===== src/rtl/free_list_manager_pkg.sv =====
// Shared sizing constants for the physical-register free list and its
// branch checkpoint store.
package free_list_manager_pkg;

   localparam int PHYS_REG_NUM           = 64;
   localparam int REG_NUM                = 32;
   localparam int CKPT_NUM               = 16;
   localparam int PHYS_REG_NUM_INDEX     = $clog2(PHYS_REG_NUM);
   localparam int ACTIVE_LIST_SIZE_INDEX = $clog2(CKPT_NUM);
   // Extra MSB is the wrap bit that tells a full list from an empty one.
   localparam int PTR_W                  = PHYS_REG_NUM_INDEX + 1;

endpackage


===== src/rtl/free_list_manager_ckpt_store.sv =====
// Per-branch snapshots of the free-list head pointer: one write port,
// one combinational read port.
module free_list_ckpt_store #(
   parameter int CKPT_NUM = free_list_manager_pkg::CKPT_NUM,
   parameter int PTR_W    = free_list_manager_pkg::PTR_W,
   parameter int CID_W    = $clog2(CKPT_NUM)
) (
   input  logic             clk,
   input  logic             rst_n,
   input  logic             wr_en,
   input  logic [CID_W-1:0] wr_id,
   input  logic [PTR_W-1:0] wr_ptr,
   input  logic [CID_W-1:0] rd_id,
   output logic [PTR_W-1:0] rd_ptr
);

   logic [PTR_W-1:0] ckpt_q [CKPT_NUM];
   logic [PTR_W-1:0] ckpt_d [CKPT_NUM];

   generate
      for (genvar gi = 0; gi < CKPT_NUM; gi++) begin : g_entry
         always_comb begin
            ckpt_d[gi] = ckpt_q[gi];
            if (wr_en && (wr_id == CID_W'(gi))) begin
               ckpt_d[gi] = wr_ptr;
            end
         end

         always_ff @(posedge clk or negedge rst_n) begin
            if (!rst_n) begin
               ckpt_q[gi] <= '0;
            end else begin
               ckpt_q[gi] <= ckpt_d[gi];
            end
         end
      end
   endgenerate

   assign rd_ptr = ckpt_q[rd_id];

endmodule


===== src/rtl/free_list_manager.sv =====
// Circular free list of physical registers with checkpointed head for
// branch-mispredict recovery and a sticky overflow flag.
module free_list_manager #(
   parameter int PHYS_REG_NUM = free_list_manager_pkg::PHYS_REG_NUM,
   parameter int REG_NUM      = free_list_manager_pkg::REG_NUM,
   parameter int CKPT_NUM     = free_list_manager_pkg::CKPT_NUM,
   parameter int IDX_W        = $clog2(PHYS_REG_NUM),
   parameter int PTR_W        = IDX_W + 1,
   parameter int CID_W        = $clog2(CKPT_NUM)
) (
   input  logic             clk,
   input  logic             rst_n,
   input  logic             alloc_req,
   output logic             alloc_valid,
   output logic [IDX_W-1:0] alloc_preg,
   input  logic             reclaim_valid,
   input  logic [IDX_W-1:0] reclaim_preg,
   input  logic             ckpt_save,
   input  logic [CID_W-1:0] ckpt_id,
   input  logic             recover,
   input  logic [CID_W-1:0] recover_id,
   output logic [PTR_W-1:0] free_count,
   output logic             empty,
   output logic             overflow_err
);

   logic [IDX_W-1:0] list_q [PHYS_REG_NUM];
   logic [IDX_W-1:0] list_d [PHYS_REG_NUM];
   logic [PTR_W-1:0] head_q, head_d;
   logic [PTR_W-1:0] tail_q, tail_d;
   logic [PTR_W-1:0] count_q, count_d;
   logic             ovf_q, ovf_d;
   logic [PTR_W-1:0] ckpt_rd_ptr;
   logic             full;

   assign empty        = (count_q == '0);
   assign full         = (count_q == PTR_W'(PHYS_REG_NUM));
   assign free_count   = count_q;
   assign overflow_err = ovf_q;
   // No bypass: a reclaim this cycle cannot satisfy a request on an empty list.
   assign alloc_valid  = alloc_req & ~empty & ~recover;
   assign alloc_preg   = list_q[head_q[IDX_W-1:0]];

   always_comb begin
      list_d = list_q;
      head_d = head_q;
      tail_d = tail_q;
      ovf_d  = ovf_q;
      if (recover) begin
         head_d = ckpt_rd_ptr;
      end else if (alloc_valid) begin
         head_d = head_q + PTR_W'(1);
      end
      if (reclaim_valid) begin
         if (full) begin
            ovf_d = 1'b1;
         end else begin
            list_d[tail_q[IDX_W-1:0]] = reclaim_preg;
            tail_d = tail_q + PTR_W'(1);
         end
      end
      count_d = tail_d - head_d;
   end

   always_ff @(posedge clk or negedge rst_n) begin
      if (!rst_n) begin
         for (int i = 0; i < PHYS_REG_NUM; i++) begin
            list_q[i] <= (i < PHYS_REG_NUM - REG_NUM) ? IDX_W'(REG_NUM + i) : '0;
         end
         head_q  <= '0;
         tail_q  <= PTR_W'(PHYS_REG_NUM - REG_NUM);
         count_q <= PTR_W'(PHYS_REG_NUM - REG_NUM);
         ovf_q   <= 1'b0;
      end else begin
         list_q  <= list_d;
         head_q  <= head_d;
         tail_q  <= tail_d;
         count_q <= count_d;
         ovf_q   <= ovf_d;
      end
   end

   // Snapshot includes this cycle's grant; a recover in the same cycle wins.
   free_list_ckpt_store #(
      .CKPT_NUM (CKPT_NUM),
      .PTR_W    (PTR_W),
      .CID_W    (CID_W)
   ) u_ckpt (
      .clk    (clk),
      .rst_n  (rst_n),
      .wr_en  (ckpt_save & ~recover),
      .wr_id  (ckpt_id),
      .wr_ptr (head_d),
      .rd_id  (recover_id),
      .rd_ptr (ckpt_rd_ptr)
   );

endmodule


===== config.mk =====
export PLATFORM = sky130hd
export DESIGN_NAME = free_list_manager
export DESIGN_NICKNAME = d
export VERILOG_FILES = /design/src/rtl/free_list_manager_pkg.sv /design/src/rtl/free_list_manager_ckpt_store.sv /design/src/rtl/free_list_manager.sv
export SDC_FILE = /design/constraint.sdc
export NUM_CORES = 1
export LEC_CHECK = 0
export BUFFER_PORTS_ARGS = -buffer_cell sky130_fd_sc_hd__buf_4
export CAP_MARGIN = 20
export CORE_MARGIN = 10
export CORE_UTILIZATION = 25
export CTS_CLUSTER_SIZE = 14
export DETAILED_ROUTE_END_ITERATION = 16
export GPL_TIMING_DRIVEN = 0
export PLACE_DENSITY = 0.47
export REMOVE_ABC_BUFFERS = 1
export SLEW_MARGIN = 15
export SYNTH_ARGS = -nofsm -noshare
export SYNTH_HDL_FRONTEND = slang
export SYNTH_SLANG_ARGS = --single-unit
export TNS_END_PERCENT = 1

===== constraint.sdc =====
create_clock -name clk -period 4.4 [get_ports clk]
set_input_delay 0.22 -clock clk [delete_from_list [all_inputs] [get_ports clk]]
set_output_delay 0.22 -clock clk [all_outputs]
set_load 0.005 [all_outputs]

**Word level (Yosys, flattened, before mapping)**

Cells that the tools add are included.

- Flip-flop bits (word level): 518
- Bits in latches: 0
- Bits in writable memories: 0
- Memory bits (read-only): 0
- Bits of input ports: 20
- Output and inout port bits: 16
- Word-level logic and storage cells: 150
- Memories: 0

- Add/sub/neg operators: 3
- Multipliers: 0
- Div/mod/pow operators: 0
- Order comparisons: 4
- Equality and inequality tests: 16
- Shifts and indexed selects: 0
- Muxes and demuxes: 13
- Bitwise logic cells: 9
- Reduce and logical (&&, ||, !) cells: 21

Operator list:

| cell | number |
|---|---|
| bitwise mux 384 bit | 1 |
| 2-to-1 mux 7 bit | 6 |
| binary-select mux 6 bit (select 6 bit) | 1 |
| demux 6 bit (select 6 bit) | 1 |
| == test 4 bit, second input constant | 8 |
| binary-select mux 7 bit (select 4 bit) | 1 |
| 2-to-1 mux 6 bit | 3 |
| logical AND 1 bit | 17 |
| == test 4 x 3 -> 1 bit, second input constant | 4 |
| adder 7 x 1 -> 7 bit, second input constant | 2 |
| greater-or-equal comparator 7 bit, second input constant | 2 |
| NOT 6 -> 7 bit | 2 |
| == test 4 x 2 -> 1 bit, second input constant | 2 |
| == test 7 bit, second input constant | 1 |
| zero test 7 bit | 1 |
| < comparator 7 x 1 -> 1 bit, second input constant | 1 |
| subtractor 7 bit | 1 |
| greater-or-equal comparator 5 bit, second input constant | 1 |
| NOT 4 -> 5 bit | 1 |
| == test 4 x 1 -> 1 bit, second input constant | 1 |
| zero test 4 bit | 1 |
| AND reduction 2 bit | 2 |
| AND 1 bit | 3 |
| NOT 1 bit | 3 |

**Longest topological paths before layout**

- Depth in word-level cells: 7
- Mapped depth: 16
- Mapped depth without buffers: 13

**Modules after synthesis**

A second synthesis with hierarchy kept.

- Cell total of the unflattened synthesis: 1594
- Area total of the unflattened synthesis: 24228.2 sq um

Modules (own cells, without submodules):

| module | times used | cells an instance | area an instance (sq um) | seq. area each (sq um) |
|---|---|---|---|---|
| free_list_manager | 1 | 1272 | 18987.0 | 10302.4 |
| free_list_ckpt_store | 1 | 322 | 5241.3 | 2802.7 |

**Least setup slack after synthesis**

Ideal clock, no wire load.

- Path kind: register to register
- From: reg count_q[4] (netlist: free_count[4])
- To: reg count_q[6] (netlist: free_count[6])
- Library setup time: 0.080 ns
- Arrival: 3.262 ns
- Required time: 4.320 ns
- Path slack: 1.058 ns
- Stages on the path, launching flop included: 15
- Path buffers: 1
- Path through: dfrtp_1 -> or4_4 -> o41ai_4 -> xnor2_1 -> nor2_2 -> buf_2 -> a21oi_1 -> ha_1 -> fa_1 -> inv_1 -> a21o_1 -> a21oi_1 -> o21ai_0 -> xnor2_1 -> xnor2_1

- Word-level cells in the longest chain between the ends: 7

Ends and longest elaborated chain:

| item | line | source |
|---|---|---|
| from (decl) | free_list_manager.sv:31 | `logic [PTR_W-1:0] count_q, count_d;` |
| from (signal assigned) | free_list_manager.sv:72 | `count_q <= PTR_W'(PHYS_REG_NUM - REG_NUM);` |
| from (signal assigned) | free_list_manager.sv:78 | `count_q <= count_d;` |
| zero test 7 bit | free_list_manager.sv:36 | `assign empty = (count_q == '0);` |
| NOT 1 bit | free_list_manager.sv:41 | `assign alloc_valid = alloc_req & ~empty & ~recover;` |
| AND 1 bit (2 in a row) | free_list_manager.sv:41 |  |
| 2-to-1 mux 7 bit | free_list_manager.sv:51 | `end else if (alloc_valid) begin` |
| 2-to-1 mux 7 bit | free_list_manager.sv:49 | `if (recover) begin` |
| via head_d[0] | free_list_manager.sv:29 | `logic [PTR_W-1:0] head_q, head_d;` |
| subtractor 7 bit | free_list_manager.sv:62 | `count_d = tail_d - head_d;` |
| via count_d[6] | free_list_manager.sv:31 |  |

The timed path passes the listed nets, and every way through them passes these cells.
A chain may end at the register's enable or synchronous reset.

**Worst setup path in the final report**

- From: reg count_q[5] (netlist: free_count[5])
- To: reg count_q[6] (netlist: free_count[6])

RTL lines:

| item | line | source |
|---|---|---|
| == test 7 bit | free_list_manager.sv:37 | `assign full = (count_q == PTR_W'(PHYS_REG_NUM));` |
| 2-to-1 mux 7 bit | free_list_manager.sv:55 | `if (full) begin` |
| 2-to-1 mux 7 bit | free_list_manager.sv:54 | `if (reclaim_valid) begin` |
| via tail_d[5] | free_list_manager.sv:30 | `logic [PTR_W-1:0] tail_q, tail_d;` |
| subtractor 7 bit | free_list_manager.sv:62 |  |
| via count_d[6] | free_list_manager.sv:31 |  |

The timed path passes the listed nets, and every way through them passes these cells.

==> flow_summary.toml <==
[run_status]
outcome = "finished clean"

[power_and_ir_drop]
vdd.ir_drop.worst_mv = 0.314
power.density_nw_per_um2 = 593
fin_total_pwr_mw = 16.4
p_leak_nw = 12.1

[timing]
drv_slew = 0
finalCriticalPeriod_ps = 4060
finalHoldViolations = 0
setup_viol = 0
rsz0062_at_grt = "false"
slew_headroom = 0.143
timing.fmax_mhz = 246
fin_crit_sh = 0.923
worst_hold_slack_ps = 63.0
tightest_slew_ps = 1280
skew_ps = 43.8
setup_slack_ps = 340

[clock_network]
h-tree-depth = 2
clockRootBuffer = "clkbuf_16"
clock_sinks = 518
clock_latency_ps = 640
clk_path_buf_depth = 3
cts_buffers = 56
cts.reportedPaths.clkPinSlew_ps = 60
cts_tree = "built"

[critical_path]
cp.buffers_inverters = 0
setup.worst_path.end_class = "flop"
cp_slowest_cell = "nor2_2"
crit_type = "flop to flop"
crit_arrival_ps = 4510
worstSetupStartpoint = "free_count[5]"
cp-start-kind = "flop"
rr_startpoint = "free_count[5]"
crit_fanout = 9
crit_path_max_incr_delay_ps = 860
critPathTopFamily = "simple AND/OR/NAND/NOR gates"
r2r_setup_slack_ps = 340
critical_path_required_ps = 4850
path_cells = "nor2_1, nand3_1, nand3_1, nor2_2, nand2_1, nand2_1, ha_1, a21oi_1, o21ai_0, xnor2_1, xnor2_1"

[min_path]
hold_start = "recover"
min-delay-path-class = "input port to flop"

[placed_design]
gp_congestion = 0.740
place_hpwl_microns = 39400
place_area_sq_um = 25700
port_buffers = 35
dpl_worst_slack_ps = 196

[grt]
busiest_layer = "met2"
use_met3 = 0.0182
grt_overflow = 0
met1_usage = 0.158
grt_pass1_wl_microns = 95300
first_global_vias = 15000
met2_usage = 0.179
antenna_found_initial = 0
grt_max_degree = 110
track_usage = 0.113

[detailed_routing]
via_per_inst = 4.65
avgRoutedWirePerCell_microns = 20.4
ant_nets = 0
routed_wirelength_microns = 61500
drcViolationCount = 0
first_pass_iters = 5
drt_iter0_drc = 740
vias = 14000

[final_layout]
drive_gt1_frac = 0.465
fin_area_sq_um = 27700
area_delta_synth_final_pct = 15.3
fillers = 9561
nets = 1726
ff_latch_area_sq_um = 13100
multi_input_comb_area_sq_um = 10300

[synthesis]
synth.area.top_cells = "dfrtp_1 42%, mux2_2 19%, dfstp_2 12%"
synth_most_common_cell = "dfrtp_1"
synth_cell_types = 55
syn_inst = 1701
synth-edff-count = 0
ys_top_cells_by_count = "404 x dfrtp_1, 398 x mux2_2, 170 x nand2_1"
avgSynthCellArea_sq_um = 14.1
synth_top_area_share = 0.421
synthFlopType = "dfrtp_1"
yosys_warnings = 0
netlist_area_sq_um = 24000
synth_top_cell_by_area = "dfrtp_1"
seq_area_frac_synth = 0.546
async_flop_share = 1.00
synth_seq_cells = 518

[floorplan]
initial_core_util = 0.252
die_y_microns = 330
core_area_sq_um = 95200
num_rows = 113
io_pins = 36
chipWidth_microns = 330
die_area_sq_um = 109000

[job]
cap_viol_max_count = 0
-- worst reg2reg max path: cells and delay by family (launching register included) --
family | cells | cell delay (ps)
compound gates | 2 | 260
fa+ha+maj | 1 | 340
flops | 1 | 560
simple gates | 6 | 2490
xor+xnor | 2 | 290
-- path summary, 6_finish.rpt --
| kind | endpoint | cells past startpoint |
|---|---|---|
| setup / recovery | free_count[6] | 11 |
| hold / removal | head_q[5] | 2 |
| setup reg to reg | free_count[6] | 11 |
| hold reg to reg | u_ckpt.ckpt_q[8] | 2 |
| max in group asynchronous | list_q[341] | 5 |
| min in group asynchronous | u_ckpt.ckpt_q[54] | 2 |
-- registers in the layout, summed over array words and instances (netlist names) --
signal / cells
tail_q: 7
list_q: 384
overflow_err: 1
head_q: 7
u_ckpt.ckpt_q: 112
free_count: 7
-- layout make-up --
cell class                 count  area share
inverter                      14     0.00199
tap                         1265      0.0572
clock buffer                  87      0.0610
multi-input combinational   1051       0.374
timing repair buffer          56      0.0240
sequential                   518       0.474
clock inverter                19     0.00845
antenna                        1   0.0000904
-- kinds of logic (layout without fill, tap and decap cells) --
kind of cell    Yosys count  count (layout)  synth area share
flops                   518             518             0.546
fa+ha+maj                 9               9           0.00500
other cells               0               1                 0
xor+xnor                 16              16           0.00584
mux                     571             571             0.324
compound gates          169             169            0.0422
buf+inv                 132             176            0.0242
simple gates            286             286            0.0533
-- per-stage QoR --
stage / setup TNS [ps] / utilization / cells
detailed placement: 0 / 0.270 / 2901
finish: 0 / 0.291 / 3011
floorplan: -118100 / - / 1583
global placement: -1430250 / 0.266 / 2883
global route: 0 / 0.291 / 3010
CTS: 0 / 0.291 / 3009
-- per-layer routing --
layer / part of all wire / routed length [microns]
met1: 0.47 / 29100
met2: 0.46 / 28500
met3: 0.039 / 2420
met4: 0.025 / 1510
met5: 0 / 0
-- cell usage in the layout (no fill, tap or decap), types with 19 or more instances in the layout --
| master | synthesis | layout |
|---|---|---|
| mux2i_1 | 48 | 48 |
| clkbuf_16 | 0 | 57 |
| mux4_2 | 124 | 124 |
| o21ai_0 | 72 | 72 |
| nand2_1 | 170 | 170 |
| nor2_1 | 41 | 40 |
| dfrtp_1 | 404 | 400 |
| nor2b_1 | 19 | 19 |
| buf_4 | 7 | 36 |
| dfstp_2 | 114 | 114 |
| mux2_2 | 398 | 398 |
| a21oi_1 | 45 | 45 |
-- power by group --
group / switching [mW] / total [mW] / internal (mW)
Combinational: 1.90 / 4.20 / 2.30
Sequential: 0.887 / 7.34 / 6.45
Clock: 2.01 / 4.88 / 2.88
Total: 4.80 / 16.4 / 11.6
-- repair_timing --
action / in CTS / in global routing
hold buffers: 2 / 0
endpoints found under the hold margin: 108 / 0
endpoints found under the setup margin: 0 / 1
buffers inserted: 0 / 0
gates resized for setup: 0 / 1
No activity file was read; power rests on OpenSTA's default activity.
